File: src/rtl/bc_display_scan.sv
// -----------------------------------------------------------------------------
// bc_display_scan
// Time-multiplexed driver for an 8-digit seven-segment display.
// A prescaler steps through eight digit slots. Each slot starts with a blank
// interval to suppress ghosting. The eight digit codes are copied into shadow
// registers once per frame, so a single frame never mixes old and new codes.
//
// Parameters
//   REFRESH_DIV  : clock cycles per digit slot (>= 2)
//   BLANK_CYCLES : cycles at the start of each slot with all anodes off
//                  (1 <= BLANK_CYCLES < REFRESH_DIV)
// Ports
//   clock        : system clock, rising edge
//   reset        : asynchronous, active-high reset
//   d1..d8       : digit codes {en_n, val[3:0], dp}; d1 -> an[0], d8 -> an[7]
//   an           : anode selects, active-low, at most one bit low
//   dec_ddp      : segments, active-low, [7:1] = a..g, [0] = dp
//   frame_start  : one-cycle pulse in the cycle after each frame latch
// -----------------------------------------------------------------------------
module bc_display_scan #(
   parameter int REFRESH_DIV  = 100000,
   parameter int BLANK_CYCLES = 1000
) (
   input  logic       clock,
   input  logic       reset,
   input  logic [5:0] d1,
   input  logic [5:0] d2,
   input  logic [5:0] d3,
   input  logic [5:0] d4,
   input  logic [5:0] d5,
   input  logic [5:0] d6,
   input  logic [5:0] d7,
   input  logic [5:0] d8,
   output logic [7:0] an,
   output logic [7:0] dec_ddp,
   output logic       frame_start
);

   localparam int            CW        = $clog2(REFRESH_DIV);
   localparam logic [CW-1:0] CNT_MAX   = CW'(REFRESH_DIV - 1);
   localparam logic [CW-1:0] BLANK_END = CW'(BLANK_CYCLES);

   logic [CW-1:0] cnt_reg;
   logic [2:0]    idx_reg;
   logic [5:0]    digit_in   [8];
   logic [5:0]    shadow_reg [8];
   logic [7:0]    an_reg;
   logic [7:0]    dec_ddp_reg;
   logic          frame_start_reg;

   logic          latch;
   logic [5:0]    sel;
   logic [6:0]    seg;
   logic          blank;
   logic [7:0]    an_next;
   logic [7:0]    dec_ddp_next;

   // Glyph table, abcdefg with 1 = lit. Hex letters are reused for the
   // game's status letters: A->P, B->b, C->c, D->S, E->E, F->U.
   function automatic logic [6:0] glyph(input logic [3:0] v);
      logic [6:0] g;
      g = 7'b0000000;
      case (v)
         4'h0: g = 7'b1111110;
         4'h1: g = 7'b0110000;
         4'h2: g = 7'b1101101;
         4'h3: g = 7'b1111001;
         4'h4: g = 7'b0110011;
         4'h5: g = 7'b1011011;
         4'h6: g = 7'b1011111;
         4'h7: g = 7'b1110000;
         4'h8: g = 7'b1111111;
         4'h9: g = 7'b1111011;
         4'hA: g = 7'b1100111;
         4'hB: g = 7'b0011111;
         4'hC: g = 7'b0001101;
         4'hD: g = 7'b1011011;
         4'hE: g = 7'b1001111;
         4'hF: g = 7'b0111110;
         default: g = 7'b0000000;
      endcase
      return g;
   endfunction

   assign digit_in[0] = d1;
   assign digit_in[1] = d2;
   assign digit_in[2] = d3;
   assign digit_in[3] = d4;
   assign digit_in[4] = d5;
   assign digit_in[5] = d6;
   assign digit_in[6] = d7;
   assign digit_in[7] = d8;

   // The first cycle of slot 0 is the only time inputs are sampled. That
   // includes the first cycle after reset releases.
   assign latch = (cnt_reg == '0) && (idx_reg == 3'd0);

   // Prescaler and slot index
   always_ff @(posedge clock or posedge reset) begin
      if (reset) begin
         cnt_reg <= '0;
         idx_reg <= 3'd0;
      end else if (cnt_reg == CNT_MAX) begin
         cnt_reg <= '0;
         idx_reg <= idx_reg + 3'd1;
      end else begin
         cnt_reg <= cnt_reg + CW'(1);
      end
   end

   // Shadow copy of all eight codes, refreshed once per frame
   always_ff @(posedge clock or posedge reset) begin
      if (reset) begin
         for (int i = 0; i < 8; i++) shadow_reg[i] <= 6'h3F;
      end else if (latch) begin
         for (int i = 0; i < 8; i++) shadow_reg[i] <= digit_in[i];
      end
   end

   // Next outputs from the current slot position and shadow contents
   always_comb begin
      sel          = shadow_reg[idx_reg];
      seg          = glyph(sel[4:1]);
      blank        = (cnt_reg < BLANK_END) || sel[5];
      an_next      = 8'hFF;
      dec_ddp_next = 8'hFF;
      if (!blank) begin
         an_next      = ~(8'h01 << idx_reg);
         dec_ddp_next = {~seg, ~sel[0]};
      end
   end

   // Registered outputs, so the pins are glitch-free
   always_ff @(posedge clock or posedge reset) begin
      if (reset) begin
         an_reg          <= 8'hFF;
         dec_ddp_reg     <= 8'hFF;
         frame_start_reg <= 1'b0;
      end else begin
         an_reg          <= an_next;
         dec_ddp_reg     <= dec_ddp_next;
         frame_start_reg <= latch;
      end
   end

   assign an          = an_reg;
   assign dec_ddp     = dec_ddp_reg;
   assign frame_start = frame_start_reg;

endmodule

File: config.mk
export PLATFORM = sky130hd
export DESIGN_NAME = bc_display_scan
export DESIGN_NICKNAME = d
export VERILOG_FILES = /design/src/rtl/bc_display_scan.sv
export SDC_FILE = /design/constraint.sdc
export NUM_CORES = 1
export LEC_CHECK = 0
export ABC_AREA = 1
export CORE_MARGIN = 8
export CORE_UTILIZATION = 54
export CTS_CLUSTER_SIZE = 10
export DETAILED_ROUTE_END_ITERATION = 10
export GPL_TIMING_DRIVEN = 0
export PLACE_DENSITY_LB_ADDON = 0.05
export SYNTH_ARGS = -nofsm -noshare
export SYNTH_HDL_FRONTEND = slang
export SYNTH_SLANG_ARGS = --single-unit
export TNS_END_PERCENT = 10
File: constraint.sdc
create_clock -name clock -period 3.1 [get_ports clock]
set_input_delay 0.465 -clock clock [delete_from_list [all_inputs] [get_ports clock]]
set_output_delay 0.465 -clock clock [all_outputs]
set_load 0.02 [all_outputs]
==> impl_summary.txt, run 1 <==
----------------------------------------------------
[Worst setup path]
  Family with the most delay on the worst path ... buffers and inverters
  Delay of the slowest cell on the worst path ... 410 ps
  Crit-path max FO ... 11
  CP arrival ... 2650 ps
  Worst Setup Start Kind ... flip-flop
  Crit path buf inv count ... 4
  Ordered cell list for the critical path ... buf_4, inv_2, buf_2, nor2_1, o22ai_1, o21ai_1, ha_1, inv_1, nand3_1, nand2_1, nand2_1, nand3_1
  Required time of the critical path ... roughly 3400 ps
  Master of the slowest instance on the critical path ... sky130_fd_sc_hd__dfrtp_1
  CP endpoint kind ... flip-flop
  Start-to-end type of the worst setup path ... reg -> reg

[Floorplanning]
  Die area ... approximately 11000 µm²
  Initial core utilization ... a little under three fifths
  Die boundary width ... between 100 and 150 µm
  # IOs ... 67
  Row count ... 32
  Standard cell core area ... 7687 µm²
  Die height ... 104.9 µm

[GRT]
  Via count of the first global-routing pass ... around 3700
  First-pass GRT wire length ... about 17000 µm
  Global-route total usage across every layer ... 19.11%
  Maximum number of pins on one net before global-route repair ... 57
  Grt ovf ... 0
  Number of antenna violations at the first check in global routing ... 0

[Place]
  HPWL reported at the end of detailed placement ... 7585 µm
  Number of placed instances, taps included ... between 600 and 700
  Port buffer count ... 66
  Final weighted congestion in routability-driven placement ... ~0.89
  Worst Setup Slack post-DPL ... ~750 ps

[Final layout]
  Antenna Cells ... 0
  Total number of nets in the final design ... about 670
  Number of fill cells ... between 600 and 700
  Area growth from synthesis to layout ... 24.41%
  Register Area ... 2207 µm²
  Area used by multi-input combinational logic ... between 1500 and 2000 µm²
  Proportion of layout cells with a drive suffix above 1 ... ~18%
  Final cell count without fillers ... between 700 and 800
  Utilization of the core after routing ... 69.01%
  Largest register FFs ... between 40 and 50

[Clock tree]
  Total setup buffers inserted after CTS ... 0
  Number of buffers inserted by hold repair at cts ... 0
  Post-CTS sizing ... 0
  Root Driver ... sky130_fd_sc_hd__clkbuf_8
  Clk Latency, worst-skew pair ... 350 ps
  Clock sinks ... between 80 and 90
  H-tree depth ... 3
  Number of buffers on the longest clock path ... 2
  TritonCTS clock tree ... built
  Clock slew at reported path FFs ... 80 ps
  Number of buffers created by CTS ... 9

[Yosys]
  Post-synth top area share ... between 30% and 40%
  Commonest cells post-synth ... sky130_fd_sc_hd__nand2_1, sky130_fd_sc_hd__dfstp_2, sky130_fd_sc_hd__inv_1
  Count of state elements after synthesis ... 85
  Ys async rst share ... between 90% and 100%
  Combined area of all synthesized cells ... 4264 µm²
  Ys Warns ... 0
  Average cell area after synthesis ... slightly above 8 µm²
  Count of cell types in the netlist ... 28
  Sequential cell area fraction in the yosys report ... approximately 52%
  Post-synth top flop ... sky130_fd_sc_hd__dfstp_2
  Top area cells in the synthesized netlist ... sky130_fd_sc_hd__dfstp_2, sky130_fd_sc_hd__nand2_1, sky130_fd_sc_hd__dfrtp_1, sky130_fd_sc_hd__nand3_1, sky130_fd_sc_hd__inv_1
  Most common cell in the netlist ... sky130_fd_sc_hd__nand2_1
  Count of mapped cells out of synthesis ... between 500 and 600
  Leading area contributor after synthesis ... sky130_fd_sc_hd__dfstp_2
  EDFF count, synth ... 0
  Net Count, Synth ... around 590

[STA]
  Total negative slack for setup checks ... 0 ps
  Skew final ... 11.97 ps
  Final Hold Vio Count ... 0
  Final critical delay including setup and external delays ... about 2400 ps
  Worst setup margin ... approximately 750 ps
  Count of endpoints failing setup in the final report ... 0
  Slew of the pin with the lowest slew margin ... 549.2 ps
  Worst slew margin relative to its limit ... a little over three fifths
  Final clock period utilization by the worst path ... around three quarters
  Final number of max-transition violations ... 0
  Highest achievable clock rate ... 0.4253 GHz
  Setup repair after global routing missed its margin ... false

[Detailed routing]
  Drt initial violations ... around 220
  Count of TritonRoute iterations in the first routing pass ... 5
  Post-DR vias/cell ... 5.157
  Vias ... about 3600
  Average wire per standard cell ... roughly 14 µm
  Detailed-route wire length ... approximately 10000 µm
  Remaining antenna violation count after routing ... 0
  DR DRC count ... 0

[Power]
  Combinational group share of total power ... 7.3%
  Clock group share of total power ... between 30 and 40%
  Internal power of the cells ... approximately 1.7 mW
  Total power per unit cell area ... around 420 nW/µm²
  Sequential share of power ... 53.2%
  Static leakage ... between 2 and 2.5 nW
  Worst-case vdd ir drop ... between 0.2 and 0.25 mV
  Share of total power consumed by net switching ... 22.23%
  Switching power total ... 0.4936 mW

[Run status]
  Result of the run ... completed

[Run]
  Max-cap check violation count ... 0

[Min path]
  Hold/Removal Path Class ... in -> async

----------------------------------------------------
placed cells by master (no fill, tap or decap), types with 11 or more instances in the layout:
master / Yosys / layout
sky130_fd_sc_hd__ha_1: 15 / 15
sky130_fd_sc_hd__nand3_1: 48 / 48
sky130_fd_sc_hd__dfrtp_1: 21 / 21
sky130_fd_sc_hd__buf_2: 11 / 11
sky130_fd_sc_hd__nand2_1: 195 / 195
sky130_fd_sc_hd__nor2_1: 29 / 29
sky130_fd_sc_hd__inv_1: 51 / 50
sky130_fd_sc_hd__dfstp_2: 64 / 64
sky130_fd_sc_hd__clkdlybuf4s50_1: 0 / 66
sky130_fd_sc_hd__o21ai_0: 30 / 30
final timing paths:
path | depth (start not counted) | end | start | slack, ps
max | 12 | dec_ddp[4] | idx_reg[0] | 750
min | 2 | cnt_reg[7] | reset | 460
max reg2reg | 12 | dec_ddp[4] | idx_reg[0] | 750
min reg2reg | 2 | shadow_reg[22] | shadow_reg[22] | 470
max in group asynchronous | 3 | dec_ddp[3] | reset | 2000
min in group clock | 2 | shadow_reg[22] | shadow_reg[22] | 470
cells by family after synthesis:
family	share of synthesized area, %
xor gates and xnor gates	1.849
adders and majority gates	4.401
AOI/OAI and AO/OA	6.279
buffers and inverters	7.746
and+or+nand+nor	27.96
DFF	51.76
power by group through the flow:
stage / clock network [mW] / logic (mW) / registers [mW]
3_5_place_dp: 0 / 0.163 / 1.20
3_3_place_gp: 0 / 0.154 / 1.20
4_1_cts: 0.895 / 0.164 / 1.18
6_report: 0.877 / 0.163 / 1.18
2_1_floorplan: 0 / 0.0753 / 1.19
5_1_grt: 0.934 / 0.183 / 1.18
metrics by stage:
stage | total power [mW] | instance area, µm² | hold WS, ps
after global placement | 1.351 | 5052 | 455.1
after floorplan | 1.269 | 4264 | 443.8
after global routing | 2.302 | 5305 | 483.0
after CTS | 2.239 | 5305 | 455.9
after detailed placement | 1.361 | 5082 | 456.8
final | 2.221 | 5305 | 458.8
routing by layer:
metal / vias to the layer above / global-route usage, % / routed length, µm
met4: 0 / 6.830 / 104
met3: 10 / 3.317 / 511
li1: 1802 / - / -
met1: 1735 / 24.92 / 4664
met5: - / 0 / 0
met2: 99 / 31.27 / 4904
layout make-up:
cell class / instances / area share (%)
sequential: 85 / 41.60
multi-input combinational: 364 / 32.55
timing repair buffer: 67 / 12.97
inverter: 55 / 3.939
clock buffer: 10 / 2.594
tap: 102 / 2.406
buffer: 18 / 2.335
clock inverter: 6 / 1.604
worst register-to-register path, delay by kind of cell, from the launching register on:
family                   cells  cell delay, ps
flip-flops                   1             410
adder cells (fa/ha/maj)      1             340
buffers and inverters        4             650
AND/OR/NAND/NOR              5             400
AO/OA/AOI/OAI                2             520
Note: power is estimated with default switching activity, not from simulation.
==> run 2, diff against run 1 <==
- clock period: 3.1 -> 2.35 ns (I/O delays scaled with it)
==> impl_summary.txt, run 2 (same netlist as run 1, synthesis figures left out) <==
----------------------------------------------------
[Run status]
  Result of the run ... completed

[Final layout]
  Final cell count without fillers ... 707 (unchanged)
  Commonest cells after routing, fill and taps aside ... sky130_fd_sc_hd__nand2_1, sky130_fd_sc_hd__clkdlybuf4s50_1, sky130_fd_sc_hd__dfstp_2
  Utilization of the core after routing ... 69.30% (+0.29 points)
  Proportion of layout cells with a drive suffix above 1 ... 18.35% (+0.66 points)
  Post-route design area ... 5328 µm² (+0.42%)
  Antenna Cells ... 0 (unchanged)
  Leading cell type in the layout, fill and taps excluded ... sky130_fd_sc_hd__nand2_1
  Largest register FFs ... 48 (unchanged)
  Area growth from synthesis to layout ... 24.94%
  Total number of nets in the final design ... 665 (unchanged)

[Detailed routing]
  Detailed-route wire length ... 10020 µm (-1.6%)
  Post-DR vias/cell ... 5.130 (-0.52%)
  Vias ... 3627 (-0.52%)
  DR DRC count ... 0 (unchanged)
  Count of TritonRoute iterations in the first routing pass ... 7 (+2)
  Drt initial violations ... 213 (-4.9%)
  Average wire per standard cell ... 14.17 µm (-1.6%)
  Remaining antenna violation count after routing ... 0 (unchanged)

[STA]
  Final critical delay including setup and external delays ... 2120 ps (-231.4 ps)
  Count of endpoints failing setup in the final report ... 0 (unchanged)
  Worst slew margin relative to its limit ... 42.09% (-21 points)
  Final Hold Vio Count ... 0 (unchanged)
  Final number of max-transition violations ... 0 (unchanged)
  Highest achievable clock rate ... 0.4717 GHz (+11%)
  Worst setup margin ... 230.0 ps (-518.6 ps)
  Worst hold-check slack ... 468.8 ps (+9.982 ps)
  Total negative slack for setup checks ... 0 ps (unchanged)
  Setup repair after global routing missed its margin ... false
  Slew of the pin with the lowest slew margin ... 866.8 ps (+317.6 ps)
  Skew final ... 14.41 ps (+2.438 ps)
  Final clock period utilization by the worst path ... 90.21% (+14 points)

[Clock tree]
  H-tree depth ... 3 (unchanged)
  Number of buffers on the longest clock path ... 2 (unchanged)
  Clock sinks ... 85 (unchanged)
  Clock slew at reported path FFs ... 80 ps (about the same)
  Number of buffers inserted by hold repair at cts ... 0 (unchanged)
  Total setup buffers inserted after CTS ... 0 (unchanged)
  Clk Latency, worst-skew pair ... 340 ps (about the same)
  TritonCTS clock tree ... built
  Root Driver ... sky130_fd_sc_hd__clkbuf_8
  Number of buffers created by CTS ... 9 (unchanged)

[Worst setup path]
  Worst Setup Start Kind ... flip-flop
  Required time of the critical path ... 2630 ps (-770 ps)
  Start-to-end type of the worst setup path ... reg -> reg
  Crit-path max FO ... 10 (-1)
  Launch point of the worst path ... idx_reg[0]
  Worst reg2reg setup slack ... 230 ps (-520 ps)
  R2r startpoint ... idx_reg[0]
  Capture point of the worst reg-to-reg path ... dec_ddp[4]
  CP endpoint kind ... flip-flop
  Setup crit end ... dec_ddp[4]
  CP arrival ... 2400 ps (-250 ps)
  Worst Reg-to-Reg Cells ... 11 (-1)

[Floorplanning]
  Standard cell core area ... 7687 µm² (unchanged)
  Die boundary width ... 104.9 µm (unchanged)
  Die area ... 11000 µm² (unchanged)
  # IOs ... 67 (unchanged)
  Row count ... 32 (unchanged)
  Initial core utilization ... 55.47% (unchanged)
  Die height ... 104.9 µm (unchanged)

[Place]
  Final weighted congestion in routability-driven placement ... 0.8934 (+0.13%)
  Number of placed instances, taps included ... 691 (unchanged)
  Worst Setup Slack post-DPL ... 28.11 ps (-726.6 ps)
  Port buffer count ... 66 (unchanged)
  Placed inst area ... 5076 µm² (-0.12%)
  HPWL reported at the end of detailed placement ... 7485 µm (-1.3%)

[GRT]
  Via count of the first global-routing pass ... 3689 (-0.38%)
  Maximum number of pins on one net before global-route repair ... 46 (-19%)
  Grt ovf ... 0 (unchanged)
  First-pass GRT wire length ... 17340 µm (-0.60%)
  Global-route total usage across every layer ... 19.08% (-0.037 points)
  Number of antenna violations at the first check in global routing ... 0 (unchanged)

[Min path]
  Hold/Removal Path Class ... reg -> reg
  Worst Min Path Start ... shadow_reg[32]

[Power]
  PnR Total Power ... 2.853 mW (+28%)
  Total power per unit cell area ... 535.5 nW/µm² (+28%)
  Static leakage ... 2.471 nW (-0.24%)
  Worst-case vdd ir drop ... 0.3472 mV (+54%)

[Run]
  Max-cap check violation count ... 0 (unchanged)

----------------------------------------------------
run 2: cell count changes in the layout (fill, tap and decap cells not counted), moves of 2 or more:
cell	before	now
sky130_fd_sc_hd__clkbuf_8	10	12
sky130_fd_sc_hd__o21ai_4	0	2
sky130_fd_sc_hd__buf_2	11	9
sky130_fd_sc_hd__clkinvlp_4	0	2
sky130_fd_sc_hd__inv_4	2	0
sky130_fd_sc_hd__o21ai_1	3	1
run 2: critical path: stages, from the launching register on:
cell and delay, ps:
sky130_fd_sc_hd__dfrtp_1 410, sky130_fd_sc_hd__buf_4 180, sky130_fd_sc_hd__buf_2 190, sky130_fd_sc_hd__o21ai_0 230
sky130_fd_sc_hd__o22ai_2 140, sky130_fd_sc_hd__o21ai_4 210, sky130_fd_sc_hd__ha_1 270, sky130_fd_sc_hd__inv_1 70
sky130_fd_sc_hd__nand3_1 100, sky130_fd_sc_hd__nand2_1 100, sky130_fd_sc_hd__nand2_1 60, sky130_fd_sc_hd__nand3_1 80
run 2: metal layers:
layer	GRT usage [%]	wire length, µm
met5	0	0
met4	6.320	91
met3	3.686	581
met2	31.09	4803
met1	24.93	4543
run 2: what timing repair did:
action                     4_1_cts  5_1_grt
setup endpoints to repair        2       55
pin swaps                        0        0
gates resized for setup          1       11
run 2: layout make-up:
type | instances | area, µm²
plain buffers | 18 | 132.6
clock buffers | 13 | 168.9
clock inverters | 3 | 42.54
fillers | 650 | 2360
inverters | 55 | 210.2
multi-input cells | 364 | 1758
flip-flops and latches | 85 | 2207
well taps | 102 | 127.6
repair buffers | 67 | 680.7
run 2: worst min-delay path by stage:
stage	end	cells past startpoint	slack [ps]
floorplan	shadow_reg[11]	2	440
global placement	shadow_reg[32]	2	450
detailed placement	shadow_reg[10]	2	460
CTS	shadow_reg[10]	2	470
global route	shadow_reg[17]	2	490
finish	shadow_reg[32]	2	470
run 2: power by group:
group	internal, mW	switching (mW)	total (mW)
Combinational	0.113	0.103	0.216
Sequential	1.54	0.0193	1.56
Clock	0.578	0.501	1.08
